[config.mk]
export PLATFORM = sky130hd
export DESIGN_NAME = vending_machine_multi
export DESIGN_NICKNAME = d
export VERILOG_FILES = /design/src/rtl/vm_pkg.sv /design/src/rtl/vm_credit_acc.sv /design/src/rtl/vending_machine_multi.sv
export SDC_FILE = /design/constraint.sdc
export NUM_CORES = 1
export LEC_CHECK = 0
export CORE_AREA = 3 3 58 87
export CTS_CLUSTER_SIZE = 25
export DETAILED_ROUTE_END_ITERATION = 10
export DIE_AREA = 0 0 61 90
export DONT_BUFFER_PORTS = 1
export SYNTH_ARGS = -nofsm -noshare
export SYNTH_HDL_FRONTEND = slang
export SYNTH_HIERARCHICAL = 1
export SYNTH_SLANG_ARGS = --single-unit
[constraint.sdc]
create_clock -name clk -period 8.2 [get_ports clk]
set_input_delay 1.23 -clock clk [delete_from_list [all_inputs] [get_ports clk]]
set_output_delay 1.23 -clock clk [all_outputs]
set_load 0.005 [all_outputs]
[src/rtl/vm_pkg.sv]
`default_nettype none
// ============================================================================
// Module      : vm_pkg
// Description : Shared coin codes, coin values, FSM state type and panel LED
//               encodings for the multi-item vending machine.
// Revision    : 1.0 - initial release
// ============================================================================
package vm_pkg;

  // Coin acceptor codes
  localparam logic [1:0] COIN_NONE = 2'b00;
  localparam logic [1:0] COIN_5    = 2'b01;
  localparam logic [1:0] COIN_10   = 2'b10;
  localparam logic [1:0] COIN_BAD  = 2'b11;

  // Coin values in rupees
  localparam logic [3:0] COIN_VAL_5  = 4'd5;
  localparam logic [3:0] COIN_VAL_10 = 4'd10;

  // Controller states
  typedef enum logic [1:0] {
    IDLE    = 2'd0,
    COLLECT = 2'd1,
    VEND    = 2'd2,
    CHANGE  = 2'd3
  } state_t;

  // Panel LED encodings
  localparam logic [2:0] LED_IDLE    = 3'b001;
  localparam logic [2:0] LED_COLLECT = 3'b010;
  localparam logic [2:0] LED_VEND    = 3'b100;
  localparam logic [2:0] LED_CHANGE  = 3'b110;

  function automatic logic [2:0] state_led_f(input state_t s);
    case (s)
      IDLE:    state_led_f = LED_IDLE;
      COLLECT: state_led_f = LED_COLLECT;
      VEND:    state_led_f = LED_VEND;
      default: state_led_f = LED_CHANGE;
    endcase
  endfunction

  // Value of a coin code; the invalid code and "no coin" are worth nothing
  function automatic logic [3:0] coin_value(input logic [1:0] c);
    case (c)
      COIN_5:  coin_value = COIN_VAL_5;
      COIN_10: coin_value = COIN_VAL_10;
      default: coin_value = 4'd0;
    endcase
  endfunction

endpackage
`default_nettype wire

[src/rtl/vm_credit_acc.sv]
`default_nettype none
// ============================================================================
// Module      : vm_credit_acc
// Description : Credit accumulator. Adds coin values with a cap check done
//               one bit wider than the credit, subtracts item prices and
//               clears on payout. ovf flags a coin that would exceed the cap.
// Revision    : 1.0 - initial release
// ============================================================================
module vm_credit_acc #(
  parameter int CREDIT_W   = 6,
  parameter int MAX_CREDIT = 50
) (
  input  logic                clk,
  input  logic                rst,
  input  logic                add_en,
  input  logic [CREDIT_W-1:0] add_val,
  input  logic                sub_en,
  input  logic [CREDIT_W-1:0] sub_val,
  input  logic                clr,
  output logic [CREDIT_W-1:0] credit,
  output logic                ovf
);

  localparam logic [CREDIT_W:0] c_max_credit = (CREDIT_W+1)'(MAX_CREDIT);

  logic [CREDIT_W-1:0] r_credit;
  logic [CREDIT_W:0]   w_sum;

  assign w_sum  = {1'b0, r_credit} + {1'b0, add_val};
  assign ovf    = (w_sum > c_max_credit);
  assign credit = r_credit;

  // Credit register: clear beats subtract beats add; an overflowing add is dropped
  always_ff @(posedge clk or negedge rst) begin
    if (!rst) begin
      r_credit <= '0;
    end else if (clr) begin
      r_credit <= '0;
    end else if (sub_en) begin
      r_credit <= r_credit - sub_val;
    end else if (add_en && !ovf) begin
      r_credit <= w_sum[CREDIT_W-1:0];
    end
  end

endmodule
`default_nettype wire

[src/rtl/vending_machine_multi.sv]
`default_nettype none
// ============================================================================
// Module      : vending_machine_multi
// Description : Multi-item vending controller. Collects 5/10 rupee coins up
//               to a cap, sells one of NUM_ITEMS items at per-item prices and
//               hands off to dispenser / coin-return via valid/ack.
//               Optional macro MULTI_BUY_EN: leftover credit after a vend
//               returns to COLLECT instead of being refunded automatically.
// Revision    : 1.0 - initial release
// ============================================================================
module vending_machine_multi
  import vm_pkg::*;
#(
  parameter int                            NUM_ITEMS  = 4,
  parameter int                            CREDIT_W   = 6,
  parameter int                            MAX_CREDIT = 50,
  parameter logic [NUM_ITEMS*CREDIT_W-1:0] PRICE_LIST = {6'd25, 6'd20, 6'd15, 6'd10}
) (
  input  logic                clk,
  input  logic                rst,
  input  logic [1:0]          coin_in,
  input  logic [2:0]          item_sel,
  input  logic                buy,
  input  logic                cancel,
  input  logic                vend_ack,
  input  logic                change_ack,
  output logic                vend_valid,
  output logic [2:0]          vend_item,
  output logic                change_valid,
  output logic [CREDIT_W-1:0] change_amt,
  output logic [CREDIT_W-1:0] credit,
  output logic                reject,
  output logic                deny,
  output logic [2:0]          state_led
);

  localparam logic [3:0] c_num_items = 4'(NUM_ITEMS);

  state_t              r_state, w_state_nx;
  logic                r_vend_valid, r_change_valid, r_reject, r_deny;
  logic [2:0]          r_vend_item, w_vend_item_nx;
  logic [CREDIT_W-1:0] r_change_amt, w_change_amt_nx;
  logic [2:0]          r_state_led;
  logic                w_reject_nx, w_deny_nx;

  logic                w_add_en, w_sub_en, w_clr, w_ovf;
  logic [CREDIT_W-1:0] w_credit, w_add_val, w_price;
  logic                w_coin_any, w_coin_ok, w_coin_take;
  logic                w_idx_ok, w_buy_ok;

  vm_credit_acc #(
    .CREDIT_W   (CREDIT_W),
    .MAX_CREDIT (MAX_CREDIT)
  ) u_credit_acc (
    .clk     (clk),
    .rst     (rst),
    .add_en  (w_add_en),
    .add_val (w_add_val),
    .sub_en  (w_sub_en),
    .sub_val (w_price),
    .clr     (w_clr),
    .credit  (w_credit),
    .ovf     (w_ovf)
  );

  assign w_coin_any = (coin_in != COIN_NONE);
  assign w_coin_ok  = w_coin_any && (coin_in != COIN_BAD);
  assign w_add_val  = CREDIT_W'(coin_value(coin_in));
  assign w_idx_ok   = ({1'b0, item_sel} < c_num_items);
  assign w_buy_ok   = w_idx_ok && (w_credit >= w_price);

  // Price lookup for the selected item; out-of-range indices read as zero
  always_comb begin
    w_price = '0;
    for (int i = 0; i < NUM_ITEMS; i++) begin
      if (item_sel == 3'(i)) w_price = PRICE_LIST[i*CREDIT_W +: CREDIT_W];
    end
  end

  // Next-state and next-output logic; priority cancel > buy > coin
  always_comb begin
    w_state_nx      = r_state;
    w_add_en        = 1'b0;
    w_sub_en        = 1'b0;
    w_clr           = 1'b0;
    w_reject_nx     = 1'b0;
    w_deny_nx       = 1'b0;
    w_coin_take     = 1'b0;
    w_vend_item_nx  = r_vend_item;
    w_change_amt_nx = r_change_amt;

    case (r_state)
      IDLE: begin
        w_deny_nx   = buy;
        w_coin_take = 1'b1;
      end
      COLLECT: begin
        if (cancel) begin
          w_change_amt_nx = w_credit;
          w_state_nx      = CHANGE;
          w_reject_nx     = w_coin_any;
        end else if (buy && w_buy_ok) begin
          w_sub_en       = 1'b1;
          w_vend_item_nx = item_sel;
          w_state_nx     = VEND;
          w_reject_nx    = w_coin_any;
        end else begin
          // A denied buy still lets a coin through
          w_deny_nx   = buy;
          w_coin_take = 1'b1;
        end
      end
      VEND: begin
        w_reject_nx = w_coin_any;
        w_deny_nx   = buy;
        if (vend_ack) begin
          if (w_credit != '0) begin
`ifdef MULTI_BUY_EN
            w_state_nx = COLLECT;
`else
            w_change_amt_nx = w_credit;
            w_state_nx      = CHANGE;
`endif
          end else begin
            w_state_nx = IDLE;
          end
        end
      end
      default: begin
        w_reject_nx = w_coin_any;
        w_deny_nx   = buy;
        if (change_ack) begin
          w_clr           = 1'b1;
          w_change_amt_nx = '0;
          w_state_nx      = IDLE;
        end
      end
    endcase

    // Coin acceptance in the collecting states
    if (w_coin_take && w_coin_any) begin
      if (w_coin_ok && !w_ovf) begin
        w_add_en = 1'b1;
        if (r_state == IDLE) w_state_nx = COLLECT;
      end else begin
        w_reject_nx = 1'b1;
      end
    end
  end

  // State and output registers; reset discards any transaction in flight
  always_ff @(posedge clk or negedge rst) begin
    if (!rst) begin
      r_state        <= IDLE;
      r_vend_valid   <= 1'b0;
      r_change_valid <= 1'b0;
      r_reject       <= 1'b0;
      r_deny         <= 1'b0;
      r_vend_item    <= 3'd0;
      r_change_amt   <= '0;
      r_state_led    <= LED_IDLE;
    end else begin
      r_state        <= w_state_nx;
      r_vend_valid   <= (w_state_nx == VEND);
      r_change_valid <= (w_state_nx == CHANGE);
      r_reject       <= w_reject_nx;
      r_deny         <= w_deny_nx;
      r_vend_item    <= w_vend_item_nx;
      r_change_amt   <= w_change_amt_nx;
      r_state_led    <= state_led_f(w_state_nx);
    end
  end

  assign vend_valid   = r_vend_valid;
  assign vend_item    = r_vend_item;
  assign change_valid = r_change_valid;
  assign change_amt   = r_change_amt;
  assign credit       = w_credit;
  assign reject       = r_reject;
  assign deny         = r_deny;
  assign state_led    = r_state_led;

endmodule
`default_nettype wire

==> metrics.md <==
| Metric | Value |
|---|---|
| Max-cap violations | `0` |
| Min-delay src | `change_amt[0]` |
| Commonest non-fill, non-tap cell in the layout | `ha_1` |
| CORE AREA | `4320 um^2` |
| Area leader, netlist | `dfrtp_1` |
| WL/cell | `17.5 um` |
| Yosys warnings | `6` |
| Critical path required time | `8350 ps` |
| Hold Path Class | `reg -> reg` |
| WL final | `4690 um` |
| Drc violations | `0` |
| Post-synth EDFFs | `0` |
| Worst R2R Start | `u_credit_acc/credit[0]` |
| DRT iter0 DRCs | `110` |
| FF+latch count, synth | `23` |
| Fin Hold WS | `507 ps` |
| Period utilization | `48.4%` |
| Fin. Hold Viols | `0` |
| Grt ovf | `0` |
| Adder-cell share of the synthesized area | `16.8%` |
| Setup Viol. Count Final | `0` |
| Initial Utilization | `47.0%` |
| Area growth syn-to-layout | `3.58%` |
| Post-CTS resize count | `0` |
| Synth Area in XOR/XNOR | `3.02%` |
| Compound-gate portion of the synthesized area | `21.2%` |
| Ant. Diodes | `0` |
| Worst VDD drop | `0.163 mV` |
| Post-synth top flop | `dfrtp_1` |
| Most frequent cells in the layout | `24 x ha_1, 22 x inv_1, 22 x dfrtp_1` |
| Filler Cell Count | `425` |
| GP Congestion | `0.851` |
| Clk slew on worst S/H paths | `80 ps` |
| Post-Syn Area | `2030 um^2` |
| Power Dens Cells | `385 nW/um^2` |
| Die Y | `90 um` |
| Final Cell Area | `2100 um^2` |
| Drt pass-1 iters | `4` |
| Worst setup path start | `coin_in[1]` |
| Critical path type | `in -> reg` |
| Routed Antenna Nets | `0` |
| Final Power | `808 uW` |
| CP Launch Type | `primary input` |
| # port buffers | `0` |
| CTS Buf Count | `3` |
| Largest family of logic cells by synthesized area | `compound AO/OA/AOI/OAI gates` |
| Largest cells by area after synthesis | `dfrtp_1 27%, ha_1 15%, inv_1 4.1%` |
| CP Max Fanout | `6` |
| Clk buf depth | `2` |
| Die ar. | `5490 um^2` |
| Post-CTS setup buffer count | `0` |
| Arr. time, crit path | `4120 ps` |
| Gate Count Post-Synth | `222` |
| CTS Hold Bufs | `0` |
| Max Freq | `0.252 GHz` |
| Yosys top cell area share | `27.1%` |
| Largest net degree at the start of global routing | `24` |
| Seq/Total Area, Yosys | `28.4%` |
| CTS sink cnt | `23` |
| Pleak | `0.000987 uW` |
| First-pass GRT wire length | `7770 um` |
| Max Slew Vio Count | `0` |
| Vias per inst | `5.85` |
| Die W | `61 um` |
| Final #Nets | `260` |
| Standard-cell row count | `29` |
| Cell variety after synth | `56` |
| Via count | `1,568` |
| Async SR Flop Fraction | `100%` |
| Simple-gate share of the synthesized area | `18.6%` |
| CTS tree | `built` |
| Hpwl dp | `3740 um` |
| Mux contribution to synthesized area | `5.80%` |
| Fraction of layout cells with a size suffix above 1 | `11.3%` |
| I/O Pins | `33` |
| Clock latency on the worst-skew pair | `260 ps` |
| Post-DP Area | `2060 um^2` |
| Worst-Margin Slew | `956 ps` |
| Post-layout util | `48.7%` |
| RSZ-0062 raised after global routing | `no` |
| Worst slew margin | `36.0%` |
| Final TNS setup | `0 ps` |
| Initial antenna violation count | `0` |
| Tmin final | `3970 ps` |
| Mean Syn Cell Area | `9.14 um^2` |
| Global Route Usage Sum | `18.3%` |
| Crit. End Element | `flip-flop` |
| Final Skew | `4.98 ps` |
| Status | `finished, final reports clean` |
| Vias in the first global route | `1,558` |
| Root buf cell | `clkbuf_8` |
| H-tree depth | `1` |
[metrics by stage]
step / setup WS, ps / cells
6_report: 4230 / 268
5_1_grt: 4030 / 268
4_1_cts: 4240 / 268
3_5_place_dp: 3970 / 264
3_3_place_gp: 4030 / 264
2_1_floorplan: 4160 / 224
[worst max-delay path, stage by stage]
cell and delay [ps]:
inv_1 30, ha_1 200, ha_1 230, fa_1 400, a21o_2 200, a21oi_1 200, nor2b_1 70, o21ai_0 250
nand3b_1 140, inv_1 80, and4b_1 170, nor2b_1 140, a311o_1 430, mux2_4 330
[state kept, by name, indices dropped and copies added (netlist names)]
register,count
u_credit_acc/credit,6
reject,1
vend_item,3
vend_valid,1
change_valid,1
deny,1
r_state,1
state_led,3
change_amt,6
[power by group]
group	total [uW]	internal (uW)	leakage, uW	switching, uW
Clock	71.8	34.7	0.0000228	37.1
Sequential	244	162	0.000287	82.4
Combinational	492	228	0.000678	264
[synth_stat cells (all sizes together), types with 2 or more instances]
library cell,instances
xnor2,3
nand3b,4
o21ai,14
o21bai,2
inv,22
o22ai,2
nand4,2
dfrtp,22
nand4b,2
a21oi,16
ha,24
fa,2
nor2b,6
xor2,4
nor3,2
a21o,7
mux2i,2
or2,2
clkbuf,3
a211oi,2
o211ai,3
nand2b,6
buf,3
nand2,20
mux2,7
nor2,15
a311o,2
a211o,2
[path summary, 6_finish.rpt]
check / end / slack (ps) / cells after the start
hold / removal: change_amt[0] / 510 / 2
setup / recovery: u_credit_acc/credit[3] / 4230 / 14
hold reg to reg: change_amt[0] / 510 / 2
setup reg to reg: u_credit_acc/credit[3] / 4880 / 12
max in group asynchronous: state_led[0] / 7380 / 0
min in group asynchronous: change_valid / 650 / 0
[logic make-up after synthesis]
logic type	after synthesis
compound gates	59
xor+xnor	7
fa+ha+maj	26
buf+inv	28
flops	23
mux	9
other cells	1
simple gates	69
[layout make-up]
class | instances | area (um^2) | share of cell area, %
inverter | 22 | 82.6 | 3.93
tap | 46 | 57.6 | 2.74
multi-input combinational | 173 | 1340 | 63.7
clock buffer | 4 | 45.0 | 2.14
sequential | 23 | 577 | 27.5
[per-layer routing]
metal	GRT usage, %	share of wire, %
met5	0	0
met2	32.9	56
met1	21.8	39
met3	2.44	3.8
met4	4.88	1.1
Power figures use the tool's default switching activity.
